$ cat config.mk
export PLATFORM = sky130hd
export DESIGN_NAME = serial_alu_sequencer
export DESIGN_NICKNAME = d
export VERILOG_FILES = /design/src/rtl/alu_pkg.sv /design/src/rtl/serial_bit_cell.sv /design/src/rtl/serial_alu_sequencer.sv
export SDC_FILE = /design/constraint.sdc
export NUM_CORES = 1
export LEC_CHECK = 0
export CORE_ASPECT_RATIO = 0.5
export CORE_UTILIZATION = 50
export DETAILED_ROUTE_END_ITERATION = 10
export DONT_BUFFER_PORTS = 1
export PLACE_DENSITY = 0.65
export SLEW_MARGIN = 5
export SYNTH_ARGS = -nofsm -noshare
export SYNTH_HDL_FRONTEND = slang
export SYNTH_HIERARCHICAL = 1
export SYNTH_SLANG_ARGS = --single-unit
$ cat constraint.sdc
create_clock -name clk -period 3.75 [get_ports clk]
set_input_delay 0.75 -clock clk [delete_from_list [all_inputs] [get_ports clk]]
set_output_delay 0.75 -clock clk [all_outputs]
set_load 0.005 [all_outputs]
$ cat src/rtl/alu_pkg.sv
// Shared types and constants for the bit-serial ALU sequencer.
package alu_pkg;

  localparam int SEL_W = 4;

  typedef enum logic [2:0] {
    OP_ADD  = 3'b000,
    OP_SUB  = 3'b001,
    OP_AND  = 3'b010,
    OP_OR   = 3'b011,
    OP_XOR  = 3'b100,
    OP_NOR  = 3'b101,
    OP_NAND = 3'b110,
    OP_NOTA = 3'b111
  } op_t;

  typedef enum logic [1:0] {
    IDLE = 2'b00,
    RUN  = 2'b01,
    DONE = 2'b10
  } state_t;

  // Full-adder carry: majority of the three inputs.
  function automatic logic maj3(input logic x, input logic y, input logic z);
    return (x & y) | (x & z) | (y & z);
  endfunction

  // True for the two ops that use and update the carry register.
  function automatic logic is_arith(input op_t o);
    return (o == OP_ADD) || (o == OP_SUB);
  endfunction

endpackage

$ cat src/rtl/serial_bit_cell.sv
// One-bit ALU cell: combinational result bit plus the carry flop that
// links successive bit positions of an add/subtract.
module serial_bit_cell
  import alu_pkg::*;
(
  input  logic clk,
  input  logic rst,
  input  logic ai,
  input  logic bi,
  input  op_t  op,
  input  logic init,
  input  logic load,
  input  logic en,
  output logic bit_val,
  output logic carry
);

  logic bi_eff_s;

  // Result bit for the current position; SUB adds the inverted B operand.
  always_comb begin
    bi_eff_s = bi;
    bit_val  = 1'b0;
    if (op == OP_SUB) begin
      bi_eff_s = ~bi;
    end else begin
      bi_eff_s = bi;
    end
    case (op)
      OP_ADD,
      OP_SUB:  bit_val = ai ^ bi_eff_s ^ carry;
      OP_AND:  bit_val = ai & bi;
      OP_OR:   bit_val = ai | bi;
      OP_XOR:  bit_val = ai ^ bi;
      OP_NOR:  bit_val = ~(ai | bi);
      OP_NAND: bit_val = ~(ai & bi);
      OP_NOTA: bit_val = ~ai;
      default: bit_val = 1'b0;
    endcase
  end

  // Carry flop: preset at operation start, ripples only for arithmetic ops.
  always_ff @(posedge clk or posedge rst) begin
    if (rst) begin
      carry <= 1'b0;
    end else if (load) begin
      carry <= init;
    end else if (en && is_arith(op)) begin
      carry <= maj3(ai, bi_eff_s, carry);
    end else begin
      carry <= carry;
    end
  end

endmodule

$ cat src/rtl/serial_alu_sequencer.sv
// Bit-serial ALU controller: walks operands LSB first, drives the mux/demux
// select and data bit, and assembles the parallel result and flags.
module serial_alu_sequencer
  import alu_pkg::*;
#(
  parameter int WIDTH = 16
) (
  input  logic             clk,
  input  logic             rst,
  input  logic             start,
  input  logic [2:0]       op,
  input  logic [WIDTH-1:0] a,
  input  logic [WIDTH-1:0] b,
  output logic             busy,
  output logic [SEL_W-1:0] sl,
  output logic             bit_out,
  output logic             done,
  output logic [WIDTH-1:0] result,
  output logic             cout,
  output logic             zero
);

  localparam int IW = (WIDTH > 1) ? $clog2(WIDTH) : 1;
  localparam logic [SEL_W-1:0] LAST_IDX = SEL_W'(WIDTH - 1);

  state_t           state_r;
  op_t              op_r;
  logic [WIDTH-1:0] a_r;
  logic [WIDTH-1:0] b_r;
  logic [WIDTH-1:0] result_r;
  logic [SEL_W-1:0] idx_r;
  logic             busy_r;
  logic             done_r;
  logic             cout_r;
  logic             zero_r;

  logic             ai_s;
  logic             bi_s;
  logic             bi_eff_s;
  logic             bit_s;
  logic             carry_s;
  logic             accept_s;
  logic             init_s;
  logic             cout_nxt_s;
  logic [WIDTH-1:0] res_nxt_s;

  assign accept_s = (state_r == IDLE) && start;
  assign init_s   = (op == 3'b001);

  serial_bit_cell u_cell (
    .clk     (clk),
    .rst     (rst),
    .ai      (ai_s),
    .bi      (bi_s),
    .op      (op_r),
    .init    (init_s),
    .load    (accept_s),
    .en      (state_r == RUN),
    .bit_val (bit_s),
    .carry   (carry_s)
  );

  // Operand bit pick, next result vector and final carry for the current index.
  always_comb begin
    ai_s       = a_r[idx_r[IW-1:0]];
    bi_s       = b_r[idx_r[IW-1:0]];
    res_nxt_s  = result_r;
    res_nxt_s[idx_r[IW-1:0]] = bit_s;
    if (op_r == OP_SUB) begin
      bi_eff_s = ~bi_s;
    end else begin
      bi_eff_s = bi_s;
    end
    if (is_arith(op_r)) begin
      cout_nxt_s = maj3(ai_s, bi_eff_s, carry_s);
    end else begin
      cout_nxt_s = 1'b0;
    end
  end

  // Sequencer FSM with registered status, index, operands, result and flags.
  always_ff @(posedge clk or posedge rst) begin
    if (rst) begin
      state_r  <= IDLE;
      op_r     <= OP_ADD;
      a_r      <= '0;
      b_r      <= '0;
      result_r <= '0;
      idx_r    <= '0;
      busy_r   <= 1'b0;
      done_r   <= 1'b0;
      cout_r   <= 1'b0;
      zero_r   <= 1'b0;
    end else begin
      case (state_r)
        IDLE: begin
          done_r <= 1'b0;
          if (start) begin
            a_r      <= a;
            b_r      <= b;
            op_r     <= op_t'(op);
            result_r <= '0;
            idx_r    <= '0;
            busy_r   <= 1'b1;
            state_r  <= RUN;
          end
        end
        RUN: begin
          result_r <= res_nxt_s;
          if (idx_r == LAST_IDX) begin
            idx_r   <= '0;
            busy_r  <= 1'b0;
            done_r  <= 1'b1;
            cout_r  <= cout_nxt_s;
            zero_r  <= (res_nxt_s == '0);
            state_r <= DONE;
          end else begin
            idx_r <= idx_r + SEL_W'(1);
          end
        end
        DONE: begin
          done_r  <= 1'b0;
          state_r <= IDLE;
        end
        default: begin
          idx_r   <= '0;
          busy_r  <= 1'b0;
          done_r  <= 1'b0;
          state_r <= IDLE;
        end
      endcase
    end
  end

  // The data bit is only meaningful while a bit is being processed.
  assign bit_out = busy_r ? bit_s : 1'b0;
  assign busy    = busy_r;
  assign sl      = idx_r;
  assign done    = done_r;
  assign result  = result_r;
  assign cout    = cout_r;
  assign zero    = zero_r;

endmodule

==> impl_metrics.env <==
export IMPL_crit_top_cell="mux4_2"
export IMPL_synth_avg_cell_area_sq_um=11.1
export IMPL_yosysTopAreaCellShare_pct=47.6
export IMPL_report_final_hold_viol_count=0
export IMPL_critical_path_arrival_ns=3.20
export IMPL_die_h_um=59.1
export IMPL_finish_utilization_pct=59.6
export IMPL_clock_power_share_pct=20.2
export IMPL_max_stage_delay_ns=0.49
export IMPL_cp_cell_sequence="buf_4, mux4_2, mux4_2, inv_2, xnor2_2, fa_1, nor2b_1, a311o_1, o311ai_2, and2_4"
export IMPL_dpl_hpwl_um=4950
export IMPL_rows=20
export IMPL_vias=2293
export IMPL_critPathKind="reg2out"
export IMPL_async_reset_ff_share_pct=100
export IMPL_internal_power_uw=2360
export IMPL_dp_slack_ns=0.0584
export IMPL_synthesis_nets=339
export IMPL_synth_distinct_cells=40
export IMPL_critPathRequiredTime_ns=3.00
export IMPL_yosys_top_cells_area="dfrtp_1 48%, mux2_2 12%, mux4_1 6.5%"
export IMPL_worstSetupEndpointType="output pin"
export IMPL_numCtsBuffers=9
export IMPL_first_iter_violations=235
export IMPL_antenna_cells=0
export IMPL_violations="setup timing"
export IMPL_ioPinCount=63
export IMPL_synth_ff_type="dfrtp_1"
export IMPL_clockBufferDepth=2
export IMPL_synthCells=294
export IMPL_setup_viol=1
export IMPL_cellPowerDensity_nw_per_um2=1040
export IMPL_first_global_vias=2253
export IMPL_viasPerCell=5.83
export IMPL_port_buffers=0
export IMPL_synth_common_cells="62 x dfrtp_1, 42 x o21ai_0, 35 x mux2_2"
export IMPL_seq_power_share_pct=32.6
export IMPL_outcome="finished, violations left"
export IMPL_cts_tree="built"
export IMPL_peakVddDrop_uv=407
export IMPL_hold_path_class="in2async"
export IMPL_cts_root_buf="clkbuf_16"
export IMPL_layout_nets=345
export IMPL_die_area_sq_um=6860
export IMPL_finalPower_uw=3820
export IMPL_wl_um=6940
export IMPL_drive_gt1_share_pct=25.9
export IMPL_synth_edf_count=0
export IMPL_cpMaxStageDelayCell="mux4_2"
export IMPL_r2r_slack_ns=0.26
export IMPL_path_clk_slew_ns=0.05
export IMPL_cts_hold_buf=0
export IMPL_slew_viol_final=0
export IMPL_grt_max_degree=45
export IMPL_timing_final_ws_setup_ns=-0.202
export IMPL_p_sw_uw=1460
export IMPL_path_max_fanout=6
export IMPL_wl_per_cell_um=17.6
export IMPL_synth_largest_area_cell="dfrtp_1"
export IMPL_start_util_pct=52.7
export IMPL_rsz0062_at_grt="yes"
export IMPL_die_x_um=116
export IMPL_crit_path_start_kind="register"
export IMPL_holdWs_ns=0.143
export IMPL_gp_congestion=0.849
export IMPL_pwr_share_comb_pct=47.2
export IMPL_yosys_warnings=6
export IMPL_place_inst=372
export IMPL_cts_max_level=3
export IMPL_period_share_pct=105
export IMPL_yosysMostFrequentCell="dfrtp_1"
export IMPL_insertion_delay_ns=0.33
export IMPL_finalNonFillerCells=393
export IMPL_drc_errors=0
export IMPL_drv_cap=0
export IMPL_worst_slew_pin_slew_ns=0.926
export IMPL_antenna_found_initial=0
export IMPL_maxSlewHeadroom_pct=38.2
export IMPL_clock_sinks=62
export IMPL_syn_area_sq_um=3260
export IMPL_overflow=0
export IMPL_ys_seq_area_share_pct=47.6
export IMPL_swShare_pct=38.3
export IMPL_max_freq_mhz=253
export IMPL_clock_skew_ns=0.00951
export IMPL_area_growth_pct=13.1
export IMPL_grt_util_all_layers_pct=23.3
export IMPL_fin_crit_ns=3.95
export IMPL_grt_pass1_wl_um=11600
export IMPL_drtAntennaViolNets=0
export IMPL_p_leak_uw=0.00154
export IMPL_coreArea_sq_um=6180
export IMPL_drt_pass1_iterations=4
export IMPL_ys_ff_latch=62
## cells by family (layout without fill, tap and decap cells)
logic type | Yosys count | count (layout) | synth area share, %
flops | 62 | 62 | 47.6
simple gates | 54 | 54 | 8.76
buf+inv | 38 | 49 | 4.99
xor+xnor | 3 | 3 | 0.807
mux | 46 | 46 | 19.9
compound gates | 84 | 84 | 15.1
fa+ha+maj | 7 | 7 | 2.92
## timing repair
item                                    CTS  global route
buffers inserted                          5             0
pin swaps                                 2             0
resized for setup                         1             1
endpoints found under the setup margin    1             1
## worst max-delay path: cells and delay by family (launching register included)
family	cells	cell delay [ns]
DFF	1	0.43
and+or+nand+nor	2	0.33
adders and majority gates	1	0.42
AOI/OAI and AO/OA	2	0.38
buffers and inverters	2	0.22
xor gates and xnor gates	1	0.11
muxes	2	0.98
## per-layer routing
layer	share of wire (%)	global-route usage, %	wire (um)	vias to the layer above
met1	46	32.4	3210	1117
met5	0	0	0	-
met3	9.2	11.1	636	8
met2	43	32.1	3000	85
li1	-	-	-	1083
met4	1.3	7.14	87	0
## final timing paths
kind / end / cells after the start / start
worst max-delay path: bit_out / 10 / sl[0]
worst min-delay path: u_cell/carry / 1 / rst
worst max register to register: zero / 13 / sl[0]
worst min register to register: a_r[5] / 1 / a_r[5]
max in group asynchronous: result[11] / 2 / rst
min in group clk: a_r[5] / 1 / a_r[5]
## state kept, by name, indices dropped and copies added, names as in the netlist
| signal | count |
|---|---|
| sl | 4 |
| cout | 1 |
| b_r | 16 |
| result | 16 |
| u_cell/carry | 1 |
| a_r | 16 |
| state_r | 2 |
| zero | 1 |
| done | 1 |
| op_r | 3 |
| busy | 1 |
## power groups by stage
stage          Combinational (uW)  Clock (uW)  Sequential [uW]
2_1_floorplan                1420           0             1160
3_3_place_gp                 1670           0             1250
3_5_place_dp                 1710           0             1260
4_1_cts                      1790         791             1250
5_1_grt                      2000         829             1300
6_report                     1800         772             1250
## cell usage in the layout, fill, tap and decap left out, types with 3 or more instances in the layout
master / n
a21oi_1: 19
nor2_1: 9
o21ai_0: 42
nand2_1: 12
a22o_1: 3
mux4_2: 4
mux4_1: 5
dfrtp_1: 61
mux2_2: 35
inv_1: 16
buf_4: 13
nand3_1: 6
nor2b_1: 9
ha_1: 6
clkbuf_16: 9
nand4_1: 3
nand2b_1: 6
o41ai_1: 3
nor3b_1: 3
a31oi_1: 5
## per-stage QoR
stage / TNS, ns / instance area, sq um
floorplan: -0.00754 / 3270
global placement: 0 / 3360
detailed placement: 0 / 3360
CTS: -0.223 / 3680
global route: -0.327 / 3680
finish: -0.202 / 3680
## final cells by class
type,instances,area (sq um)
Clock inverter,5,33.8
Inverter,19,71.3
Sequential cell,62,1550
Fill cell,507,2500
Tap cell,88,110
Clock buffer,11,253
Timing Repair Buffer,14,109
Multi-Input combinational cell,194,1560
No activity file was read; power rests on OpenSTA's default activity.
